===== src/rtl/axi_burst_splitter.sv =====
// axi_burst_splitter: turns one linear transfer (start address + byte count)
// into legal AXI AW/AR bursts (INCR or FIXED, <=256 beats, no 4 KB crossing),
// counts outstanding bursts, merges their responses and reports one status.
//
// Handshakes: every channel uses valid/ready semantics. A transfer happens
// on a rising clk edge where valid && ready. Valid is never withdrawn before
// it is accepted. Payload is held stable while valid && !ready. rsp_valid has
// no ready and is always accepted.
module axi_burst_splitter #(
  parameter int AW              = 32,
  parameter int DW              = 32,
  parameter int MAX_OUTSTANDING = 4
) (
  input  logic          clk,
  input  logic          rst_n,
  input  logic          req_valid,
  output logic          req_ready,
  input  logic [AW-1:0] req_addr,
  input  logic [31:0]   req_byte_count,
  input  logic          req_fixed,
  output logic          cmd_valid,
  input  logic          cmd_ready,
  output logic [AW-1:0] cmd_addr,
  output logic [7:0]    cmd_len,
  output logic [1:0]    cmd_burst,
  input  logic          rsp_valid,
  input  logic [1:0]    rsp_resp,
  output logic          done_valid,
  output logic [1:0]    done_resp,
  output logic [1:0]    dbg_state
);

  localparam int BPB = DW / 8;
  localparam int OFF = $clog2(BPB);
  localparam int RBW = 32 - OFF;
  localparam int OCW = $clog2(MAX_OUTSTANDING + 1);

  typedef enum logic [1:0] {
    AXI_BURST_FIXED = 2'b00,
    AXI_BURST_INCR  = 2'b01
  } axi_burst_e;

  typedef enum logic [1:0] {
    AXI_RESP_OKAY   = 2'b00,
    AXI_RESP_EXOKAY = 2'b01,
    AXI_RESP_SLVERR = 2'b10,
    AXI_RESP_DECERR = 2'b11
  } axi_resp_e;

  typedef enum logic [1:0] {
    S_IDLE  = 2'b00,
    S_ISSUE = 2'b01,
    S_DRAIN = 2'b10,
    S_DONE  = 2'b11
  } state_e;

  state_e     state_q, state_d;
  logic [AW-1:0]  addr_q, addr_d;         // start address of the burst after the current command
  logic [RBW-1:0] rem_q, rem_d;           // beats left after the current command
  logic       fixed_q, fixed_d;
  logic [OCW-1:0] outst_q, outst_d;
  axi_resp_e  resp_q, resp_d;
  logic [AW-1:0]  cmd_addr_q, cmd_addr_d;
  logic [7:0]     cmd_len_q, cmd_len_d;
  axi_burst_e cmd_burst_q, cmd_burst_d;

  logic req_hs, cmd_hs, rsp_ok, misaligned;

  // Burst sizing inputs: the request itself in IDLE, the remaining work otherwise.
  logic [AW-1:0]  src_addr;
  logic [RBW-1:0] src_rem;
  logic           src_fixed;
  logic [12:0]    room_bytes;
  logic [12:0]    room_beats;
  logic [8:0]     cap;
  logic [8:0]     beats;
  logic [AW-1:0]  next_addr;
  logic [RBW-1:0] next_rem;

  function automatic axi_resp_e merge_resp(input axi_resp_e acc, input logic [1:0] r);
    if (acc == AXI_RESP_DECERR || r == 2'b11)      return AXI_RESP_DECERR;
    else if (acc == AXI_RESP_SLVERR || r == 2'b10) return AXI_RESP_SLVERR;
    else                                          return AXI_RESP_OKAY;
  endfunction

  assign req_ready  = (state_q == S_IDLE);
  assign cmd_valid  = (state_q == S_ISSUE) && (outst_q < OCW'(MAX_OUTSTANDING));
  assign cmd_addr   = cmd_addr_q;
  assign cmd_len    = cmd_len_q;
  assign cmd_burst  = cmd_burst_q;
  assign done_valid = (state_q == S_DONE);
  assign done_resp  = resp_q;
  assign dbg_state  = state_q;

  assign req_hs     = req_valid && req_ready;
  assign cmd_hs     = cmd_valid && cmd_ready;
  // A response with nothing outstanding is stray and dropped entirely.
  assign rsp_ok     = rsp_valid && (outst_q != '0);
  assign misaligned = (req_addr[OFF-1:0] != '0) || (req_byte_count[OFF-1:0] != '0);

  // Size the next burst: remaining beats, capped by burst type and 4 KB room.
  always_comb begin
    src_addr   = (state_q == S_IDLE) ? req_addr : addr_q;
    src_rem    = (state_q == S_IDLE) ? req_byte_count[31:OFF] : rem_q;
    src_fixed  = (state_q == S_IDLE) ? req_fixed : fixed_q;
    room_bytes = 13'h1000 - {1'b0, src_addr[11:0]};
    room_beats = room_bytes >> OFF;
    cap        = src_fixed ? 9'd16 : 9'd256;
    if (!src_fixed && (room_beats < 13'(cap))) cap = room_beats[8:0];
    beats      = (src_rem < RBW'(cap)) ? src_rem[8:0] : cap;
    next_addr  = src_fixed ? src_addr : src_addr + (AW'(beats) << OFF);
    next_rem   = src_rem - RBW'(beats);
  end

  // Outstanding-burst credit counter; simultaneous issue and response cancel.
  always_comb begin
    outst_d = outst_q;
    if (cmd_hs && !rsp_ok)      outst_d = outst_q + OCW'(1);
    else if (!cmd_hs && rsp_ok) outst_d = outst_q - OCW'(1);
  end

  // Next-state and command/status register updates.
  always_comb begin
    state_d     = state_q;
    addr_d      = addr_q;
    rem_d       = rem_q;
    fixed_d     = fixed_q;
    resp_d      = resp_q;
    cmd_addr_d  = cmd_addr_q;
    cmd_len_d   = cmd_len_q;
    cmd_burst_d = cmd_burst_q;

    if (rsp_ok) resp_d = merge_resp(resp_q, rsp_resp);

    case (state_q)
      S_IDLE: begin
        if (req_hs) begin
          resp_d  = AXI_RESP_OKAY;
          fixed_d = req_fixed;
          if (req_byte_count == '0) begin
            state_d = S_DONE;
          end else if (misaligned) begin
            resp_d  = AXI_RESP_SLVERR;
            state_d = S_DONE;
          end else begin
            state_d     = S_ISSUE;
            cmd_addr_d  = req_addr;
            cmd_len_d   = 8'(beats - 9'd1);
            cmd_burst_d = req_fixed ? AXI_BURST_FIXED : AXI_BURST_INCR;
            addr_d      = next_addr;
            rem_d       = next_rem;
          end
        end
      end
      S_ISSUE: begin
        if (cmd_hs) begin
          if (rem_q == '0) begin
            state_d = S_DRAIN;
          end else begin
            cmd_addr_d = addr_q;
            cmd_len_d  = 8'(beats - 9'd1);
            addr_d     = next_addr;
            rem_d      = next_rem;
          end
        end
      end
      S_DRAIN: begin
        if (outst_d == '0) state_d = S_DONE;
      end
      default: begin
        state_d = S_IDLE;
      end
    endcase
  end

  // State register with asynchronous active-low reset.
  always_ff @(posedge clk or negedge rst_n) begin
    if (!rst_n) begin
      state_q     <= S_IDLE;
      addr_q      <= '0;
      rem_q       <= '0;
      fixed_q     <= 1'b0;
      outst_q     <= '0;
      resp_q      <= AXI_RESP_OKAY;
      cmd_addr_q  <= '0;
      cmd_len_q   <= '0;
      cmd_burst_q <= AXI_BURST_INCR;
    end else begin
      state_q     <= state_d;
      addr_q      <= addr_d;
      rem_q       <= rem_d;
      fixed_q     <= fixed_d;
      outst_q     <= outst_d;
      resp_q      <= resp_d;
      cmd_addr_q  <= cmd_addr_d;
      cmd_len_q   <= cmd_len_d;
      cmd_burst_q <= cmd_burst_d;
    end
  end

endmodule


===== config.mk =====
export PLATFORM = sky130hd
export DESIGN_NAME = axi_burst_splitter
export DESIGN_NICKNAME = d
export VERILOG_FILES = /design/src/rtl/axi_burst_splitter.sv
export SDC_FILE = /design/constraint.sdc
export NUM_CORES = 1
export LEC_CHECK = 0
export BUFFER_PORTS_ARGS = -buffer_cell sky130_fd_sc_hd__buf_2
export CAP_MARGIN = 25
export CORE_AREA = 2 2 155 157
export DETAILED_ROUTE_END_ITERATION = 10
export DIE_AREA = 0 0 157 159
export MAX_ROUTING_LAYER = met4
export PLACE_DENSITY = 0.65
export SLEW_MARGIN = 20
export SYNTH_ARGS = -nofsm -noshare
export SYNTH_HDL_FRONTEND = slang
export SYNTH_SLANG_ARGS = --single-unit

===== constraint.sdc =====
create_clock -name clk -period 9.2 [get_ports clk]
set_clock_uncertainty 0.2 [all_clocks]
set_input_delay 1.84 -clock clk [delete_from_list [all_inputs] [get_ports clk]]
set_output_delay 1.84 -clock clk [all_outputs]
set_load 0.005 [all_outputs]

==> results.tsv <==
metric	value	unit
DP HPWL	19700	µm
unrepaired setup endpoints after global routing	false	
top-area cell type share of the netlist area	30.1	%
adder-cell area share of the yosys netlist	4.32	%
sequential cell area	2780	µm²
Pre-antenna DRT Iters	6	
routability-driven placement congestion ratio	0.960	
top cells by count, synth	144 x nand2_1, 110 x dfrtp_1, 99 x o21ai_0	
die area	25000	µm²
crit-path max FO	10	
Detail Route Antenna Nets	0	
Sum Neg Setup Slack	0	ps
clk_lat worst skew	370	ps
core footprint	23200	µm²
Synthesized Nets	1232	
CP arrival	8720	ps
Slew Viols, Final	0	
Yosys Warn Count	0	
CTS H-tree depth	3	
Lkg Pwr	4.39	nW
WL/cell	17.4	µm
number of remaining DRC errors	0	
hold-critical path depth	2	
worst vdd ir	0.182	mV
share of synthesized flip-flops with an asynchronous set or reset	100	%
top-count cell post-synth	nand2_1	
port buffer count	119	
Slew Limit Headroom	29.9	%
CTS tree	yes	
vias after detailed routing	8670	
FMAX	116	MHz
cts bufs inserted	9	
post-synthesis simple-gate area fraction	22.8	%
vias in the first global route	7979	
Crit-path slowest cell	or4b_1	
mapped cell area	9160	µm²
first-pass GRT wire length	42800	µm
status	completed	
FF-to-FF setup slack	1230	ps
worst reg2reg path depth	30	
register area share after synthesis	30.3	%
Post-synth EDFFs	0	
#FFs+latches synth	111	
CTS max path bufs	2	
initial DRC count	740	
Post-Syn Instances	1129	
Antenna Cells	0	
Netlist cell types	92	
Tightest Pin Transition	1040	ps
top_reg_cell synth	dfrtp_1	
max_cap viols	0	
HP Start	cmd_addr[7]	
Post-Syn Area per Cell	8.11	µm²
Required @ worst endpoint	9280	ps
# clock sinks	111	
number of cell rows	56	
WL final	26900	µm
Die Span Y	159	µm
Layout area overhead	13.6	%
xor and xnor area share after synthesis	6.50	%
total global-route track usage	21.9	%
worst stage delay on the critical path	570	ps
Startpoint Class	input pin	
largest family of logic cells by synthesized area	simple AND/OR/NAND/NOR gates	
worst r2r src	dbg_state[0]	
Synth Area in Compound Gates	22.2	%
layout cells sized above 1	17.3	%
GRT overflow	0	
initial antenna violation count	0	
Tmin final	8630	ps
Min-Delay Path Class	reg2reg	
Final Hold Fails	0	
Crit Path Class	in2reg	
endpoint class of the critical path	register	
Root Driver	clkbuf_16	
largest net degree at the start of global routing	95	
Area contributors post-synth	dfrtp_1 30%, mux2i_1 8.2%, nand2_1 5.9%, o21ai_0 5.4%, xnor2_1 4.6%	
Yosys top cell by area	dfrtp_1	
mux cell area share after synthesis	9.10	%
Worst Hold Endpoint	cmd_addr[7]	
final setup violation count	0	
CTS clock-pin slew for the worst setup and hold paths	80	ps
pwr dens	406	nW/µm²
Die Width	157	µm
Tcrit/Tclk final	93.8	%
nets@finish	1327	
reg2reg end	addr_q[18]	
area of the multi-input gates	5990	µm²
Post-CTS Setup Inserts	0	
Initial Util	39.5	%
io pins	121	
final total power	4.22	mW
filler cell count in the final layout	2339	
routed vias/inst	5.60	
## metal layers
layer	track usage [%]	share of wire, %	up-vias
li1	-	-	4295
met1	32.3	50	4090
met2	31.9	44	261
met3	1.99	4.8	24
met4	6.21	1.5	0
met5	-	0	-
## kinds of logic after synthesis
logic type      after synthesis
fa+ha+maj                    31
buf+inv                     103
simple gates                423
other cells                   1
xor+xnor                     68
mux                          82
compound gates              310
flops                       111
## sequential cells by signal, summed over array words and instances, names as in the netlist
register	count
rem_q	30
fixed_q	1
dbg_state	2
cmd_addr	32
outst_q	3
addr_q	32
cmd_len	8
done_resp	2
cmd_burst	1
## where the power goes
part	internal [mW]	total (mW)	switching (mW)
clock network	0.188	0.394	0.207
logic	1.15	2.91	1.76
registers	0.718	0.925	0.206
total	2.06	4.22	2.17
## worst max-delay path, delay by kind of cell
family	cells	cell delay [ps]
adder cells (fa/ha/maj)	4	1170
AND/OR/NAND/NOR	10	2610
XOR/XNOR	1	150
multiplexers	1	230
AO/OA/AOI/OAI	11	2510
buffers and inverters	2	170
## cell type report
class | instances | area share [%]
clock buffers | 9 | 2.16
repair buffers | 148 | 7.84
flip-flops and latches | 111 | 26.7
clock inverters | 6 | 0.505
multi-input cells | 915 | 57.5
inverters | 39 | 1.41
well taps | 319 | 3.84
## placed cells by master, fill, tap and decap left out, drive strengths merged, types with 8 or more instances in the layout
cell    instances
and3            9
nor3           56
ha             30
a21oi          62
nand3          20
a211oi         10
o211ai         31
inv            40
nor2b          29
a21o           12
o31ai           9
buf           148
nand4          14
nor4           15
mux2i          75
dfrtp         110
a31oi          15
or3            15
xnor2          48
nand2         144
clkbuf          9
xor2           20
o21ai         104
a32oi           8
nor2           77
## worst max path at each step
stage                            from  depth (start not counted)         end
final                     req_addr[0]                         29  addr_q[18]
after global routing      req_addr[0]                         31  addr_q[18]
after CTS                 req_addr[0]                         30  addr_q[18]
after detailed placement  req_addr[0]                         30  addr_q[18]
after global placement    req_addr[0]                         30  addr_q[17]
after floorplan           req_addr[0]                         34  addr_q[18]
## metrics by stage
stage	hold slack [ps]	util [%]	area, µm²	std cells	setup WS [ps]
4_1_cts	282	44.8	10400	1547	493
3_3_place_gp	255	43.6	10100	1532	340
5_1_grt	293	44.9	10400	1547	79.4
6_report	272	44.9	10400	1547	567
2_1_floorplan	267	-	9170	1129	17.3
3_5_place_dp	265	43.6	10100	1532	126
## what timing repair did
action | 4_1_cts | 5_1_grt
hold buffers | 0 | 0
gates resized for setup | 0 | 3
setup endpoints to repair | 0 | 10
(Power assumes the default switching activity.)
